--- config.mk ---
export PLATFORM = sky130hd
export DESIGN_NAME = mac_result_writer
export DESIGN_NICKNAME = d
export VERILOG_FILES = /design/src/rtl/mac_pkg.sv /design/src/rtl/mac_datapath.sv /design/src/rtl/mac_result_writer.sv
export SDC_FILE = /design/constraint.sdc
export NUM_CORES = 1
export LEC_CHECK = 0
export ABC_AREA = 1
export BUFFER_PORTS_ARGS = -buffer_cell sky130_fd_sc_hd__buf_2
export CAP_MARGIN = 20
export CORE_MARGIN = 3
export CORE_UTILIZATION = 60
export CTS_CLUSTER_SIZE = 16
export DETAILED_ROUTE_END_ITERATION = 8
export GPL_TIMING_DRIVEN = 0
export PLACE_DENSITY_LB_ADDON = 0.12
export SLEW_MARGIN = 20
export SYNTH_ARGS = -nofsm -noshare
export SYNTH_HDL_FRONTEND = slang
export SYNTH_SLANG_ARGS = --single-unit
--- constraint.sdc ---
create_clock -name clk -period 5.6 [get_ports clk]
set_input_delay 0 -clock clk [delete_from_list [all_inputs] [get_ports clk]]
set_output_delay 0 -clock clk [all_outputs]
set_load 0.01 [all_outputs]
--- src/rtl/mac_pkg.sv ---
// mac_pkg: shared types and constants for mac_result_writer (FSM state, data widths, parameter defaults).
package mac_pkg;

    typedef enum logic [1:0] {
        IDLE,
        ACC,
        WRITE,
        DONE
    } state_t;

    localparam int ACC_W  = 18;
    localparam int DATA_W = 16;
    localparam int ADDR_W = 4;

    localparam int DEF_N_TERMS     = 4;
    localparam int DEF_NUM_RESULTS = 8;
    localparam int DEF_BASE_ADDR   = 2;

endpackage

--- src/rtl/mac_datapath.sv ---
// mac_datapath: 8x8 unsigned multiplier feeding an 18-bit accumulator, with saturating or truncating 16-bit result.
//   clk, rst_n : clock, asynchronous active-low reset
//   clr_i      : clear accumulator (has priority over add_i)
//   add_i      : accumulate a_i*b_i this cycle
//   a_i, b_i   : unsigned operands
//   result_o   : 16-bit view of (accumulator + current product), i.e. the value after this cycle's add
//   Macro MAC_SAT_EN selects saturation to 16'hFFFF instead of dropping the upper bits.
module mac_datapath
    import mac_pkg::*;
(
    input  logic              clk,
    input  logic              rst_n,
    input  logic              clr_i,
    input  logic              add_i,
    input  logic [7:0]        a_i,
    input  logic [7:0]        b_i,
    output logic [DATA_W-1:0] result_o
);

    logic [ACC_W-1:0] acc_q;
    logic [ACC_W-1:0] acc_d;
    logic [ACC_W-1:0] sum;

    // The result is taken from the running sum so the last pair's product lands in the same cycle it is accepted.
    assign sum   = acc_q + {2'b00, {8'b0, a_i} * {8'b0, b_i}};
    assign acc_d = clr_i ? '0 : (add_i ? sum : acc_q);

`ifdef MAC_SAT_EN
    assign result_o = (|sum[ACC_W-1:DATA_W]) ? '1 : sum[DATA_W-1:0];
`else
    assign result_o = sum[DATA_W-1:0];
`endif

    always_ff @(posedge clk or negedge rst_n) begin
        if (!rst_n) acc_q <= '0;
        else        acc_q <= acc_d;
    end

endmodule

--- src/rtl/mac_result_writer.sv ---
// mac_result_writer: accumulates N_TERMS operand products per result and writes NUM_RESULTS results to a register file.
//   Inputs : clk, rst_n (async active-low), start, a_in, b_in, in_valid
//   Outputs: in_ready, mac_en, wr (0 = write), address, din, busy, done -- all registered
//   Macro MAC_SAT_EN (in mac_datapath) saturates din at 16'hFFFF instead of truncating.
module mac_result_writer
    import mac_pkg::*;
#(
    parameter int N_TERMS     = DEF_N_TERMS,
    parameter int NUM_RESULTS = DEF_NUM_RESULTS,
    parameter int BASE_ADDR   = DEF_BASE_ADDR
) (
    input  logic              clk,
    input  logic              rst_n,
    input  logic              start,
    input  logic [7:0]        a_in,
    input  logic [7:0]        b_in,
    input  logic              in_valid,
    output logic              in_ready,
    output logic              mac_en,
    output logic              wr,
    output logic [ADDR_W-1:0] address,
    output logic [DATA_W-1:0] din,
    output logic              busy,
    output logic              done
);

    localparam logic [1:0] LAST_TERM = 2'(N_TERMS - 1);
    localparam logic [2:0] LAST_IDX  = 3'(NUM_RESULTS - 1);

    state_t            state_q, state_d;
    logic [1:0]        term_q, term_d;
    logic [2:0]        idx_q, idx_d;
    logic              in_ready_q, in_ready_d;
    logic              mac_en_q, mac_en_d;
    logic              wr_q, wr_d;
    logic [ADDR_W-1:0] address_q, address_d;
    logic [DATA_W-1:0] din_q, din_d;
    logic              busy_q, busy_d;
    logic              done_q, done_d;
    logic              acc_clr, acc_add;
    logic [DATA_W-1:0] result;

    mac_datapath u_dp (
        .clk      (clk),
        .rst_n    (rst_n),
        .clr_i    (acc_clr),
        .add_i    (acc_add),
        .a_i      (a_in),
        .b_i      (b_in),
        .result_o (result)
    );

    always_comb begin
        state_d    = state_q;
        term_d     = term_q;
        idx_d      = idx_q;
        in_ready_d = in_ready_q;
        mac_en_d   = 1'b0;
        wr_d       = 1'b1;
        address_d  = address_q;
        din_d      = din_q;
        busy_d     = busy_q;
        done_d     = 1'b0;
        acc_clr    = 1'b0;
        acc_add    = 1'b0;
        case (state_q)
            IDLE: if (start) begin
                state_d    = ACC;
                busy_d     = 1'b1;
                in_ready_d = 1'b1;
                term_d     = '0;
                idx_d      = '0;
                acc_clr    = 1'b1;
            end
            ACC: if (in_valid && in_ready_q) begin
                acc_add = 1'b1;
                term_d  = term_q + 2'd1;
                // Last pair: register the strobe now so mac_en is high for exactly the WRITE cycle.
                if (term_q == LAST_TERM) begin
                    state_d    = WRITE;
                    in_ready_d = 1'b0;
                    mac_en_d   = 1'b1;
                    wr_d       = 1'b0;
                    address_d  = ADDR_W'(BASE_ADDR) + {1'b0, idx_q};
                    din_d      = result;
                end
            end
            WRITE: begin
                acc_clr = 1'b1;
                term_d  = '0;
                idx_d   = idx_q + 3'd1;
                if (idx_q == LAST_IDX) begin
                    state_d = DONE;
                    done_d  = 1'b1;
                end else begin
                    state_d    = ACC;
                    in_ready_d = 1'b1;
                end
            end
            DONE: begin
                state_d = IDLE;
                busy_d  = 1'b0;
            end
            default: state_d = IDLE;
        endcase
    end

    always_ff @(posedge clk or negedge rst_n) begin
        if (!rst_n) begin
            state_q    <= IDLE;
            term_q     <= '0;
            idx_q      <= '0;
            in_ready_q <= 1'b0;
            mac_en_q   <= 1'b0;
            wr_q       <= 1'b1;
            address_q  <= '0;
            din_q      <= '0;
            busy_q     <= 1'b0;
            done_q     <= 1'b0;
        end else begin
            state_q    <= state_d;
            term_q     <= term_d;
            idx_q      <= idx_d;
            in_ready_q <= in_ready_d;
            mac_en_q   <= mac_en_d;
            wr_q       <= wr_d;
            address_q  <= address_d;
            din_q      <= din_d;
            busy_q     <= busy_d;
            done_q     <= done_d;
        end
    end

    assign in_ready = in_ready_q;
    assign mac_en   = mac_en_q;
    assign wr       = wr_q;
    assign address  = address_q;
    assign din      = din_q;
    assign busy     = busy_q;
    assign done     = done_q;

endmodule

==> flow_metrics.env <==
export IMPL_fin_setup_tns_ps=0
export IMPL_htree_levels=2
export IMPL_grt_pass1_wl_um=17800
export IMPL_setup_violations=0
export IMPL_synthSimpleGateAreaFrac_pct=21.1
export IMPL_area_delta_synth_final_pct=8.68
export IMPL_ys_ff_latch=48
export IMPL_clk_insertion_delay_late_ps=310
export IMPL_core_rowCount=31
export IMPL_cap_violations=0
export IMPL_hold_path_class="input pin to flip-flop"
export IMPL_ios=45
export IMPL_cp_max_fo=5
export IMPL_outcome="finished, final reports clean"
export IMPL_yosys_warnings=0
export IMPL_yosysTopAreaCellShare_pct=25.4
export IMPL_reg2reg_depth=17
export IMPL_critPathCaptureType="flip-flop"
export IMPL_fillers=613
export IMPL_placed_cells=722
export IMPL_stdcell_area_sq_mm=0.00503
export IMPL_relSlewSlack_pct=60.5
export IMPL_ctsResizeCount=0
export IMPL_ant_nets=0
export IMPL_clk_path_buf_depth=2
export IMPL_multi_input_area_sq_mm=0.00274
export IMPL_vias=3638
export IMPL_cp_arrival_ps=4120
export IMPL_crit_end="u_dp.acc_q[15]"
export IMPL_timing_fmax_mhz=256
export IMPL_core_area_sq_mm=0.00737
export IMPL_hold_viol_final=0
export IMPL_dieWidth_um=93.8
export IMPL_total_power_uw=1350
export IMPL_cts_made_buffers=5
export IMPL_viasPerCell=4.97
export IMPL_synth_top_area_cell="dfrtp_1"
export IMPL_synth_xor_area_share_pct=1.70
export IMPL_cts_sinks=48
export IMPL_cts_tree="yes"
export IMPL_cts_root_buf="clkbuf_8"
export IMPL_hold_buffers=2
export IMPL_synth_top_family_by_area="adder cells"
export IMPL_worstSetupPathType="flip-flop to flip-flop"
export IMPL_die_h_um=93.8
export IMPL_ys_top_cells_by_area="dfrtp_1 (25%), fa_1 (22%), nand2_1 (16%), inv_1 (12%), ha_1 (11%)"
export IMPL_drv_slew=0
export IMPL_critical_path_startpoint="u_dp.acc_q[6]"
export IMPL_dieArea_sq_mm=0.00880
export IMPL_crit_required_ps=5800
export IMPL_tightestPinTransition_ps=592
export IMPL_syn_nets=704
export IMPL_clkTransAtPathRegs_ps=100
export IMPL_grt_overflow=0
export IMPL_dp_hpwl_um=8210
export IMPL_clock_skew_ps=12.9
export IMPL_syn_area_per_cell_sq_um=7.78
export IMPL_p_per_area_mw_per_mm2=268
export IMPL_finalNonFillerCells=732
export IMPL_synth_compound_area_share_pct=4.22
export IMPL_first_global_vias=3859
export IMPL_ys_seq_area_share_pct=26.0
export IMPL_r2r_slack_ps=1690
export IMPL_post_cts_buffers=0
export IMPL_portBuffers=28
export IMPL_placedInstanceArea_sq_mm=0.00489
export IMPL_initial_core_util_pct=62.8
export IMPL_rsz0062_at_grt="false"
export IMPL_place_gp_congestion=0.875
export IMPL_seq_area_sq_mm=0.00120
export IMPL_postSynthCellCount=595
export IMPL_drc=0
export IMPL_drive_gt1_share_pct=7.90
export IMPL_antenna_found_initial=0
export IMPL_wl_per_cell_um=13.6
export IMPL_yosysUniqueCellTypes=30
export IMPL_vdd_drop_max_uv=203
export IMPL_first_iter_violations=209
export IMPL_muxShareOfSynthArea_pct=0
export IMPL_yosys_area_share_adder_pct=32.2
export IMPL_worstReg2RegEnd="u_dp.acc_q[15]"
export IMPL_wirelength_um=9980
export IMPL_netlist_area_sq_mm=0.00463
export IMPL_dr_pass1_iters=4
export IMPL_leakage_uw=0.00307
export IMPL_antenna_cells=0
export IMPL_fin_crit_sh_pct=69.8
export IMPL_final_cell_mix="nand2_1 (194), inv_1 (152), fa_1 (50)"
export IMPL_rr_startpoint="u_dp.acc_q[6]"
export IMPL_final_nets=741
export IMPL_grt_max_degree=49
export IMPL_final_common_cell="nand2_1"
export IMPL_fin_crit_ps=3910
export IMPL_start_kind="flip-flop"
export IMPL_grt_total_usage_pct=25.7
metal layers:
metal	vias to the layer above	GRT usage, %	share of wire (%)
met5	-	0	0
met4	0	6.38	1.8
met3	21	3.61	4.6
met2	100	44.6	49
met1	1717	34.1	45
li1	1800	-	-
how the worst min path moves through the flow:
stage / start / endpoint / cells past startpoint
floorplan: rst_n / address[0] / 0
global placement: rst_n / busy / 1
detailed placement: rst_n / state_q[1] / 1
CTS: in_valid / state_q[0] / 4
global route: in_valid / state_q[0] / 4
finish: in_valid / state_q[0] / 4
kinds of logic after synthesis:
kind of cell | count (synthesis)
simple gates | 242
buf+inv | 175
fa+ha+maj | 89
flops | 48
compound gates | 32
xor+xnor | 9
critical path: stages (launching register included):
cell	delay (ps)
dfrtp_1	330
inv_1	70
fa_1	540
inv_1	50
fa_1	510
inv_1	50
fa_1	480
fa_1	560
inv_1	50
ha_1	360
nand3_1	130
nand3_1	150
nand2_1	150
nand3_1	90
nand2_1	70
nand2_1	80
nand2_1	70
nand2_1	60
report_power, final:
part	internal [uW]	leakage (uW)	switching [uW]
sequential	346	0.000647	0
clock	135	0.0000548	125
combinational	266	0.00237	475
cell type report:
cell class / count / share of cell area [%]
repair buffers: 30 / 3.23
clock buffers: 5 / 1.37
clock inverters: 3 / 0.920
well taps: 99 / 2.46
plain buffers: 21 / 2.11
flip-flops and latches: 48 / 23.9
multi-input cells: 372 / 54.5
inverters: 154 / 11.5
stage by stage:
stage	util [%]	setup slack [ps]	hold slack, ps
floorplan	-	2040	-296
global placement	66.4	1660	236
detailed placement	66.4	1630	260
CTS	68.2	1710	88.3
global route	68.3	1410	125
finish	68.3	1690	91.1
cell usage after synthesis (all sizes together):
cell and number:
o21ai 15, xnor2 7, o22ai 3, ha 39, fa 50, dfstp 1, xor2 2, dfrtp 47
nand4 3, nor2 19, a22o 4, nand3b 1, a21oi 8, o21bai 1, nand3 24, o31ai 1
nand2 195, buf 6, inv 154, clkbuf 15
sequential cells by signal, summed over array words and instances (netlist names):
| signal | cells |
|---|---|
| din | 16 |
| u_dp.acc_q | 16 |
| address | 4 |
| idx_q | 3 |
| state_q | 2 |
| term_q | 2 |
| busy | 1 |
| done | 1 |
| in_ready | 1 |
| mac_en | 1 |
| wr | 1 |
No activity file was read; power rests on OpenSTA's default activity.
